`config.mk`:
```
export PLATFORM = sky130hd
export DESIGN_NAME = ppi_lane_merger_flat
export DESIGN_NICKNAME = d
export VERILOG_FILES = /design/src/rtl/ppi_lane_merger_if.sv /design/src/rtl/ppi_lane_merger.sv /design/src/flat_wrapper.sv
export SDC_FILE = /design/constraint.sdc
export NUM_CORES = 1
export LEC_CHECK = 0
export ABC_AREA = 1
export CORE_MARGIN = 2
export CORE_UTILIZATION = 66
export DETAILED_ROUTE_END_ITERATION = 7
export GPL_TIMING_DRIVEN = 0
export PLACE_DENSITY = 0.95
export RECOVER_POWER = 50
export SKIP_CTS_REPAIR_TIMING = 1
export SLEW_MARGIN = 15
export SYNTH_ARGS = -nofsm -noshare
export SYNTH_HDL_FRONTEND = slang
export SYNTH_SLANG_ARGS = --single-unit
```
`constraint.sdc`:
```
create_clock -name dsi_clk -period 16.45 [get_ports dsi_clk]
set_input_delay 3.29 -clock dsi_clk [delete_from_list [all_inputs] [get_ports dsi_clk]]
set_output_delay 3.29 -clock dsi_clk [all_outputs]
set_load 0.02 [all_outputs]
```
`src/rtl/ppi_lane_merger_if.sv`:
```
// PPI receive bundle: lane bytes in, decoded DSI headers, payload and status out.
interface ppi_lane_merger_if;
    logic [1:0]  lane_cfg;
    logic        ppi_valid;
    logic [7:0]  ppi_data_lane0;
    logic [7:0]  ppi_data_lane1;
    logic [7:0]  ppi_data_lane2;
    logic [7:0]  ppi_data_lane3;
    logic        hdr_valid;
    logic [7:0]  hdr_di;
    logic [15:0] hdr_wc;
    logic [7:0]  hdr_ecc;
    logic        pl_valid;
    logic [31:0] pl_data;
    logic [2:0]  pl_cnt;
    logic        pkt_done;
    logic        crc_err;
    logic        trunc_err;
    logic        wc_err;

    // PPI source side
    modport master (
        output lane_cfg, ppi_valid,
        output ppi_data_lane0, ppi_data_lane1, ppi_data_lane2, ppi_data_lane3,
        input  hdr_valid, hdr_di, hdr_wc, hdr_ecc,
        input  pl_valid, pl_data, pl_cnt,
        input  pkt_done, crc_err, trunc_err, wc_err
    );

    // Lane merger side
    modport slave (
        input  lane_cfg, ppi_valid,
        input  ppi_data_lane0, ppi_data_lane1, ppi_data_lane2, ppi_data_lane3,
        output hdr_valid, hdr_di, hdr_wc, hdr_ecc,
        output pl_valid, pl_data, pl_cnt,
        output pkt_done, crc_err, trunc_err, wc_err
    );
endinterface

```
`src/rtl/ppi_lane_merger.sv`:
```
// Merges 1-4 PPI receive lanes back into lane0-first byte order and parses
// DSI packets: header decode, packed payload, CRC-16 check and truncation.
// Every byte of a beat is consumed in its arrival cycle; outputs are registered.
module ppi_lane_merger #(
    parameter logic [15:0] MAX_WC = 16'hFFFF
) (
    input  logic dsi_clk,
    input  logic rst,
    ppi_lane_merger_if.slave bus
);

    localparam logic [2:0] ST_IDLE    = 3'd0;
    localparam logic [2:0] ST_HDR     = 3'd1;
    localparam logic [2:0] ST_PAYLOAD = 3'd2;
    localparam logic [2:0] ST_CRC     = 3'd3;
    localparam logic [2:0] ST_PAD     = 3'd4;

    logic [2:0]  state_q, state_d;
    logic [2:0]  n_q, n_d;
    logic [1:0]  hidx_q, hidx_d;
    logic        cidx_q, cidx_d;
    logic [7:0]  di_q, di_d;
    logic [15:0] wc_q, wc_d;
    logic [15:0] rem_q, rem_d;
    logic [15:0] crc_q, crc_d;
    logic [7:0]  crc_lo_q, crc_lo_d;

    logic        hdr_valid_q, hdr_valid_d;
    logic [7:0]  hdr_di_q, hdr_di_d;
    logic [15:0] hdr_wc_q, hdr_wc_d;
    logic [7:0]  hdr_ecc_q, hdr_ecc_d;
    logic        pl_valid_q, pl_valid_d;
    logic [31:0] pl_data_q, pl_data_d;
    logic [2:0]  pl_cnt_q, pl_cnt_d;
    logic        pkt_done_q, pkt_done_d;
    logic        crc_err_q, crc_err_d;
    logic        trunc_err_q, trunc_err_d;
    logic        wc_err_q, wc_err_d;

    logic [7:0]  lane_b [4];

    // Reflected CRC-16-CCITT (poly 0x1021 reversed = 0x8408), one byte LSB-first
    function automatic logic [15:0] crc_byte(input logic [15:0] c, input logic [7:0] b);
        logic [15:0] r;
        r = c ^ {8'h00, b};
        for (int k = 0; k < 8; k++) begin
            r = r[0] ? ((r >> 1) ^ 16'h8408) : (r >> 1);
        end
        return r;
    endfunction

    // DSI long-packet data types; everything else is a short packet
    function automatic logic is_long(input logic [7:0] d);
        case (d[5:0])
            6'h09, 6'h19, 6'h29, 6'h39, 6'h0E, 6'h1E, 6'h2E, 6'h3E: return 1'b1;
            default: return 1'b0;
        endcase
    endfunction

    assign lane_b[0] = bus.ppi_data_lane0;
    assign lane_b[1] = bus.ppi_data_lane1;
    assign lane_b[2] = bus.ppi_data_lane2;
    assign lane_b[3] = bus.ppi_data_lane3;

    // Walk the active lanes of this beat in order, advancing the packet parser per byte
    always_comb begin
        state_d     = state_q;
        n_d         = n_q;
        hidx_d      = hidx_q;
        cidx_d      = cidx_q;
        di_d        = di_q;
        wc_d        = wc_q;
        rem_d       = rem_q;
        crc_d       = crc_q;
        crc_lo_d    = crc_lo_q;
        hdr_valid_d = 1'b0;
        hdr_di_d    = 8'h00;
        hdr_wc_d    = 16'h0000;
        hdr_ecc_d   = 8'h00;
        pl_data_d   = 32'h0;
        pl_cnt_d    = 3'd0;
        pkt_done_d  = 1'b0;
        crc_err_d   = 1'b0;
        trunc_err_d = 1'b0;
        wc_err_d    = 1'b0;

        if (bus.ppi_valid) begin
            // Lane count is fixed for the whole burst at its first beat
            if (state_d == ST_IDLE) begin
                n_d     = {1'b0, bus.lane_cfg} + 3'd1;
                state_d = ST_HDR;
                hidx_d  = 2'd0;
            end
            for (int i = 0; i < 4; i++) begin
                if (3'(i) < n_d) begin
                    case (state_d)
                        ST_HDR: begin
                            case (hidx_d)
                                2'd0:    di_d       = lane_b[i[1:0]];
                                2'd1:    wc_d[7:0]  = lane_b[i[1:0]];
                                2'd2:    wc_d[15:8] = lane_b[i[1:0]];
                                default: begin
                                    hdr_valid_d = 1'b1;
                                    hdr_di_d    = di_d;
                                    hdr_wc_d    = wc_d;
                                    hdr_ecc_d   = lane_b[i[1:0]];
                                    if (!is_long(di_d)) begin
                                        pkt_done_d = 1'b1;
                                        state_d    = ST_PAD;
                                    end else begin
                                        wc_err_d = (wc_d > MAX_WC);
                                        crc_d    = 16'hFFFF;
                                        rem_d    = wc_d;
                                        cidx_d   = 1'b0;
                                        state_d  = (wc_d == 16'h0000) ? ST_CRC : ST_PAYLOAD;
                                    end
                                end
                            endcase
                            hidx_d = hidx_d + 2'd1;
                        end
                        ST_PAYLOAD: begin
                            pl_data_d[{pl_cnt_d[1:0], 3'b000} +: 8] = lane_b[i[1:0]];
                            pl_cnt_d = pl_cnt_d + 3'd1;
                            crc_d    = crc_byte(crc_d, lane_b[i[1:0]]);
                            rem_d    = rem_d - 16'd1;
                            if (rem_d == 16'h0000) begin
                                state_d = ST_CRC;
                            end
                        end
                        ST_CRC: begin
                            if (!cidx_d) begin
                                crc_lo_d = lane_b[i[1:0]];
                                cidx_d   = 1'b1;
                            end else begin
                                crc_err_d  = ({lane_b[i[1:0]], crc_lo_d} != crc_d);
                                pkt_done_d = 1'b1;
                                cidx_d     = 1'b0;
                                state_d    = ST_PAD;
                            end
                        end
                        default: ;
                    endcase
                end
            end
            // Remaining bytes of a finished packet's beat are padding; next beat is a new header
            if (state_d == ST_PAD) begin
                state_d = ST_HDR;
                hidx_d  = 2'd0;
            end
        end else begin
            // Burst ended: flag a packet that had started but not finished
            if ((state_d == ST_HDR && hidx_d != 2'd0) ||
                state_d == ST_PAYLOAD || state_d == ST_CRC) begin
                pkt_done_d  = 1'b1;
                trunc_err_d = 1'b1;
            end
            state_d = ST_IDLE;
            hidx_d  = 2'd0;
            cidx_d  = 1'b0;
        end
        pl_valid_d = (pl_cnt_d != 3'd0);
    end

    // Parser state and registered outputs
    always_ff @(posedge dsi_clk) begin
        if (rst) begin
            state_q     <= ST_IDLE;
            n_q         <= 3'd0;
            hidx_q      <= 2'd0;
            cidx_q      <= 1'b0;
            di_q        <= 8'h00;
            wc_q        <= 16'h0000;
            rem_q       <= 16'h0000;
            crc_q       <= 16'h0000;
            crc_lo_q    <= 8'h00;
            hdr_valid_q <= 1'b0;
            hdr_di_q    <= 8'h00;
            hdr_wc_q    <= 16'h0000;
            hdr_ecc_q   <= 8'h00;
            pl_valid_q  <= 1'b0;
            pl_data_q   <= 32'h0;
            pl_cnt_q    <= 3'd0;
            pkt_done_q  <= 1'b0;
            crc_err_q   <= 1'b0;
            trunc_err_q <= 1'b0;
            wc_err_q    <= 1'b0;
        end else begin
            state_q     <= state_d;
            n_q         <= n_d;
            hidx_q      <= hidx_d;
            cidx_q      <= cidx_d;
            di_q        <= di_d;
            wc_q        <= wc_d;
            rem_q       <= rem_d;
            crc_q       <= crc_d;
            crc_lo_q    <= crc_lo_d;
            hdr_valid_q <= hdr_valid_d;
            hdr_di_q    <= hdr_di_d;
            hdr_wc_q    <= hdr_wc_d;
            hdr_ecc_q   <= hdr_ecc_d;
            pl_valid_q  <= pl_valid_d;
            pl_data_q   <= pl_data_d;
            pl_cnt_q    <= pl_cnt_d;
            pkt_done_q  <= pkt_done_d;
            crc_err_q   <= crc_err_d;
            trunc_err_q <= trunc_err_d;
            wc_err_q    <= wc_err_d;
        end
    end

    assign bus.hdr_valid = hdr_valid_q;
    assign bus.hdr_di    = hdr_di_q;
    assign bus.hdr_wc    = hdr_wc_q;
    assign bus.hdr_ecc   = hdr_ecc_q;
    assign bus.pl_valid  = pl_valid_q;
    assign bus.pl_data   = pl_data_q;
    assign bus.pl_cnt    = pl_cnt_q;
    assign bus.pkt_done  = pkt_done_q;
    assign bus.crc_err   = crc_err_q;
    assign bus.trunc_err = trunc_err_q;
    assign bus.wc_err    = wc_err_q;

endmodule

```
`src/flat_wrapper.sv`:
```
// flat-port wrapper written by rule: the top's interface ports become plain ports
module ppi_lane_merger_flat 
#(
    parameter logic [15:0] MAX_WC = 16'hFFFF
)
  (dsi_clk, rst, bus_lane_cfg, bus_ppi_valid, bus_ppi_data_lane0, bus_ppi_data_lane1, bus_ppi_data_lane2, bus_ppi_data_lane3, bus_hdr_valid, bus_hdr_di, bus_hdr_wc, bus_hdr_ecc, bus_pl_valid, bus_pl_data, bus_pl_cnt, bus_pkt_done, bus_crc_err, bus_trunc_err, bus_wc_err);
  ppi_lane_merger_if bus_i ();
  input  logic dsi_clk;
  input  logic rst;
  input wire logic [$bits(bus_i.lane_cfg)-1:0] bus_lane_cfg;
  input wire logic [$bits(bus_i.ppi_valid)-1:0] bus_ppi_valid;
  input wire logic [$bits(bus_i.ppi_data_lane0)-1:0] bus_ppi_data_lane0;
  input wire logic [$bits(bus_i.ppi_data_lane1)-1:0] bus_ppi_data_lane1;
  input wire logic [$bits(bus_i.ppi_data_lane2)-1:0] bus_ppi_data_lane2;
  input wire logic [$bits(bus_i.ppi_data_lane3)-1:0] bus_ppi_data_lane3;
  output wire logic [$bits(bus_i.hdr_valid)-1:0] bus_hdr_valid;
  output wire logic [$bits(bus_i.hdr_di)-1:0] bus_hdr_di;
  output wire logic [$bits(bus_i.hdr_wc)-1:0] bus_hdr_wc;
  output wire logic [$bits(bus_i.hdr_ecc)-1:0] bus_hdr_ecc;
  output wire logic [$bits(bus_i.pl_valid)-1:0] bus_pl_valid;
  output wire logic [$bits(bus_i.pl_data)-1:0] bus_pl_data;
  output wire logic [$bits(bus_i.pl_cnt)-1:0] bus_pl_cnt;
  output wire logic [$bits(bus_i.pkt_done)-1:0] bus_pkt_done;
  output wire logic [$bits(bus_i.crc_err)-1:0] bus_crc_err;
  output wire logic [$bits(bus_i.trunc_err)-1:0] bus_trunc_err;
  output wire logic [$bits(bus_i.wc_err)-1:0] bus_wc_err;
  assign bus_i.lane_cfg = bus_lane_cfg;
  assign bus_i.ppi_valid = bus_ppi_valid;
  assign bus_i.ppi_data_lane0 = bus_ppi_data_lane0;
  assign bus_i.ppi_data_lane1 = bus_ppi_data_lane1;
  assign bus_i.ppi_data_lane2 = bus_ppi_data_lane2;
  assign bus_i.ppi_data_lane3 = bus_ppi_data_lane3;
  assign bus_hdr_valid = bus_i.hdr_valid;
  assign bus_hdr_di = bus_i.hdr_di;
  assign bus_hdr_wc = bus_i.hdr_wc;
  assign bus_hdr_ecc = bus_i.hdr_ecc;
  assign bus_pl_valid = bus_i.pl_valid;
  assign bus_pl_data = bus_i.pl_data;
  assign bus_pl_cnt = bus_i.pl_cnt;
  assign bus_pkt_done = bus_i.pkt_done;
  assign bus_crc_err = bus_i.crc_err;
  assign bus_trunc_err = bus_i.trunc_err;
  assign bus_wc_err = bus_i.wc_err;
  ppi_lane_merger #(.MAX_WC(MAX_WC)) u_core (.dsi_clk(dsi_clk), .rst(rst), .bus(bus_i));
endmodule
```
==> metrics.csv, run 1 <==
stage,metric,value,unit
synthesis,post-synth top area share,0.211,
placed_design,dpl cells,3383,
synthesis,sequential-to-total area share from yosys stat,0.176,
outcome,status,aborted with a tool error,
clock_network,TritonCTS Buffers,17,
synthesis,Netlist Area Pre-Place,16500,µm²
synthesis,Cell variety after synth,67,
synthesis,leading post-synthesis cells by cell area,"nand2_1, dfxtp_1, o21ai_0",
placed_design,IO buf count,100,
synthesis,Mapped Nets,3033,
synthesis,Avg Inst Size Synth,5.58,µm²
floorplanning,# rows,57,
floorplanning,Die Ht,162,µm
outcome,Run Error,[ERROR GRT-0116] Global routing finished with congestion. Check the congestion regions in the DRC Viewer.,
placed_design,DP Area,17900,µm²
floorplanning,initial core utilization,0.675,
global_route,vias in the first global route,22969,
synthesis,Post-synth EDFFs,0,
clock_network,Num Clock Sinks,145,
global_route,total track usage,0.644,
floorplanning,die width,162,µm
global_route,largest net degree at the start of global routing,17,
placed_design,routability cong.,1.42,
synthesis,top post-synthesis cells by count,"nand2_1, inv_1, o21ai_0",
placed_design,Final HPWL DP,59.6,mm
clock_network,CTS root buf,clkbuf_16,
global_route,total gr overflow,2,
global_route,first-pass GRT wire length,130,mm
synthesis,"flops & latches, synth",145,
synthesis,"count leader, synth",nand2_1,
synthesis,dominant synthesized flop cell,dfxtp_1,
synthesis,Gate Count Post-Synth,2959,
synthesis,number of synthesis warnings,0,
synthesis,"FFs w/ async S/R, synth",0,
outcome,Fail Step,global routing (5_1_grt),
clock_network,clock buffer depth,2,
floorplanning,Ports,110,
synthesis,"area leader, netlist",nand2_1,
clock_network,htree depth,4,
-- stage by stage --
step	hold slack [ns]	utilization	worst slack, ns
2_1_floorplan	0.457	-	8.27
3_3_place_gp	0.473	0.732	6.46
3_5_place_dp	0.474	0.732	6.30
4_1_cts	0.482	0.755	6.63
-- cell families after synthesis --
family          after synthesis  synth area share
compound gates              661             0.233
xor+xnor                     82            0.0435
buf+inv                     451             0.111
simple gates               1582             0.408
flops                       145             0.176
other cells                   1          0.000227
fa+ha+maj                    37            0.0280
-- routing by layer --
metal,overflow,track usage
met1,0,0.656
met2,2,0.817
met3,0,0.491
met4,0,0.578
met5,0,0.252
==> run 2, diff against run 1 <==
- CORE_UTILIZATION: 66 -> 40
- PLACE_DENSITY: 0.95 -> not set
- PLACE_DENSITY_LB_ADDON: not set -> 0.15
==> run 2 against run 1 <==
  * The flow now finishes, with violations (design-rule violations)
  * Area after synthesis is the same
  * Synthesized cell count is the same
==> metrics.csv, run 2 <==
stage,metric,value,unit
synthesis,leading post-synthesis cells by cell area,"nand2_1, dfxtp_1, o21ai_0",
placed_design,Final HPWL DP,75.6,mm
worst_setup_path,Worst setup SP type,input pin,
synthesis,"count leader, synth",nand2_1,
detailed_routing,Detail Route Antenna Nets,0,
synthesis,Post-synth EDFFs,0,
final_layout,most frequent cells in the layout,"nand2_1, inv_1, nor2_1",
synthesis,Mapped Nets,3033,
worst_hold_path,type of the tightest min-delay check,register to register,
timing,max-slew violations,0,
worst_setup_path,worst path buffer plus inverter count,6,
worst_setup_path,CP Class,input pin to register,
floorplanning,die area,42900,µm²
synthesis,"FFs w/ async S/R, synth",0,
flow_run,# Max-Cap Violations,0,
synthesis,Gate Count Post-Synth,2959,
final_layout,Seq. cell area,2900,µm²
clock_network,Worst-Skew Late Latency,0.46,ns
floorplanning,initial core utilization,0.404,
placed_design,IO buf count,100,
floorplanning,Ports,110,
timing,Final setup viols,0,
synthesis,sequential-to-total area share from yosys stat,0.176,
synthesis,Netlist Area Pre-Place,16500,µm²
synthesis,dominant synthesized flop cell,dfxtp_1,
timing,Tmin final,12.36,ns
worst_setup_path,WP data arrival,12.75,ns
worst_setup_path,"Max FO, Critical Path",10,
floorplanning,Die Ht,207,µm
clock_network,clock buffer depth,2,
floorplanning,CORE AREA,40800,µm²
synthesis,Avg Inst Size Synth,5.58,µm²
final_layout,area grow syn2layout,13.1,%
final_layout,Nets,3152,
timing,Fmax achieved,80.9,MHz
clock_network,TritonCTS clock tree,done,
synthesis,"area leader, netlist",nand2_1,
synthesis,post-synth top area share,0.211,
floorplanning,# rows,74,
worst_setup_path,Crit-path slowest cell,nor2_1,
timing,Post-Route Skew,0.0126,ns
worst_setup_path,worst path required time,16.84,ns
detailed_routing,via count,21853,
final_layout,layout cells sized above 1,0.0563,
clock_network,Worst-path clk slew,0.07,ns
worst_setup_path,Crit path largest cell delay,0.83,ns
timing,RSZ-0062 raised after global routing,false,
timing,Max-slew headroom,0.136,
outcome,status,"complete, but fails checks",
detailed_routing,Vias/cell,6.03,
timing,Worst-Margin Slew,1.28,ns
global_route,total gr overflow,0,
clock_network,TritonCTS Buffers,17,
clock_network,htree depth,4,
floorplanning,die width,207,µm
synthesis,top post-synthesis cells by count,"nand2_1, inv_1, o21ai_0",
final_layout,Fillers,4542,
timing,final hold violations,0,
global_route,total track usage,0.422,
clock_network,Num Clock Sinks,145,
final_layout,Multi-input gate area,11700,µm²
clock_network,CTS root buf,clkbuf_16,
detailed_routing,drt total wl,93.5,mm
detailed_routing,Initial DRC Count,3154,
final_layout,max reg flops,32,
detailed_routing,# DRC,2,
final_layout,"commonest non-fill, non-tap cell in the layout",nand2_1,
worst_setup_path,CP top delay family,simple AND/OR/NAND/NOR gates,
outcome,violated checks,design-rule violations,
global_route,largest net degree at the start of global routing,17,
detailed_routing,average routed wire per standard cell,25.8,µm
timing,post-route clock period utilization,0.751,
synthesis,Cell variety after synth,67,
global_route,first-pass GRT wire length,134,mm
timing,Setup Total Neg Slack,0,ns
synthesis,"flops & latches, synth",145,
global_route,vias in the first global route,20365,
placed_design,routability cong.,1.10,
detailed_routing,drt pass-1 iters,8,
worst_setup_path,Setup crit end kind,register,
global_route,initial antenna violation count,6,
synthesis,number of synthesis warnings,0,
worst_setup_path,Most common cell on crit path,nand3_1,
[run 2: cell counts after synthesis]
Identical to the previous run, type by type.
[run 2: final timing paths]
check	startpoint	to	slack, ns	cells after the start
max	bus_lane_cfg[0]	u_core.crc_q[9]	4.09	36
min	u_core.n_q[1]	u_core.n_q[1]	0.48	2
max reg2reg	u_core.state_q[1]	u_core.crc_q[9]	6.98	36
min reg2reg	u_core.n_q[1]	u_core.n_q[1]	0.48	2
[run 2: cell type report]
type / instances / share of cell area
clock inverter: 12 / 0.00851
tap: 532 / 0.0357
timing repair buffer: 100 / 0.0536
antenna: 5 / 0.000670
clock buffer: 18 / 0.0230
sequential: 145 / 0.156
buffer: 108 / 0.0277
multi-input combinational: 2363 / 0.626
inverter: 343 / 0.0692
[run 2: metal layers]
metal,GRT usage,wire length (µm),vias to the layer above
met5,0.00111,27,-
met4,0.325,8760,4
met3,0.105,10600,404
met2,0.632,38900,1432
met1,0.520,35300,10036
li1,-,-,9977
[run 2: kinds of logic after synthesis]
| kind of cell | share of synthesized area |
|---|---|
| simple gates | 0.408 |
| compound gates | 0.233 |
| buf+inv | 0.111 |
| flops | 0.176 |
| xor+xnor | 0.0435 |
| fa+ha+maj | 0.0280 |
| other cells | 0.000227 |
[run 2: metrics by stage]
stage	cell area, µm²	instances	util	worst slack [ns]	hold slack (ns)
after floorplan	16500	2959	-	8.27	0.457
after global placement	18200	3591	0.445	5.96	0.470
after detailed placement	18200	3591	0.445	5.88	0.474
after CTS	18800	3621	0.460	6.32	0.485
after global routing	18700	3621	0.457	3.62	0.513
final	18700	3626	0.457	4.09	0.481
[run 2: worst min-delay path, delay by kind of cell (launching register included)]
kind            cells  cell delay, ns
flops               1            0.30
compound gates      1            0.08
buf+inv             1            0.06
Power of run 2 is left out: the tool's default activity adds up to more than one toggle a clock period on the data nets, which glitch-free logic cannot reach.
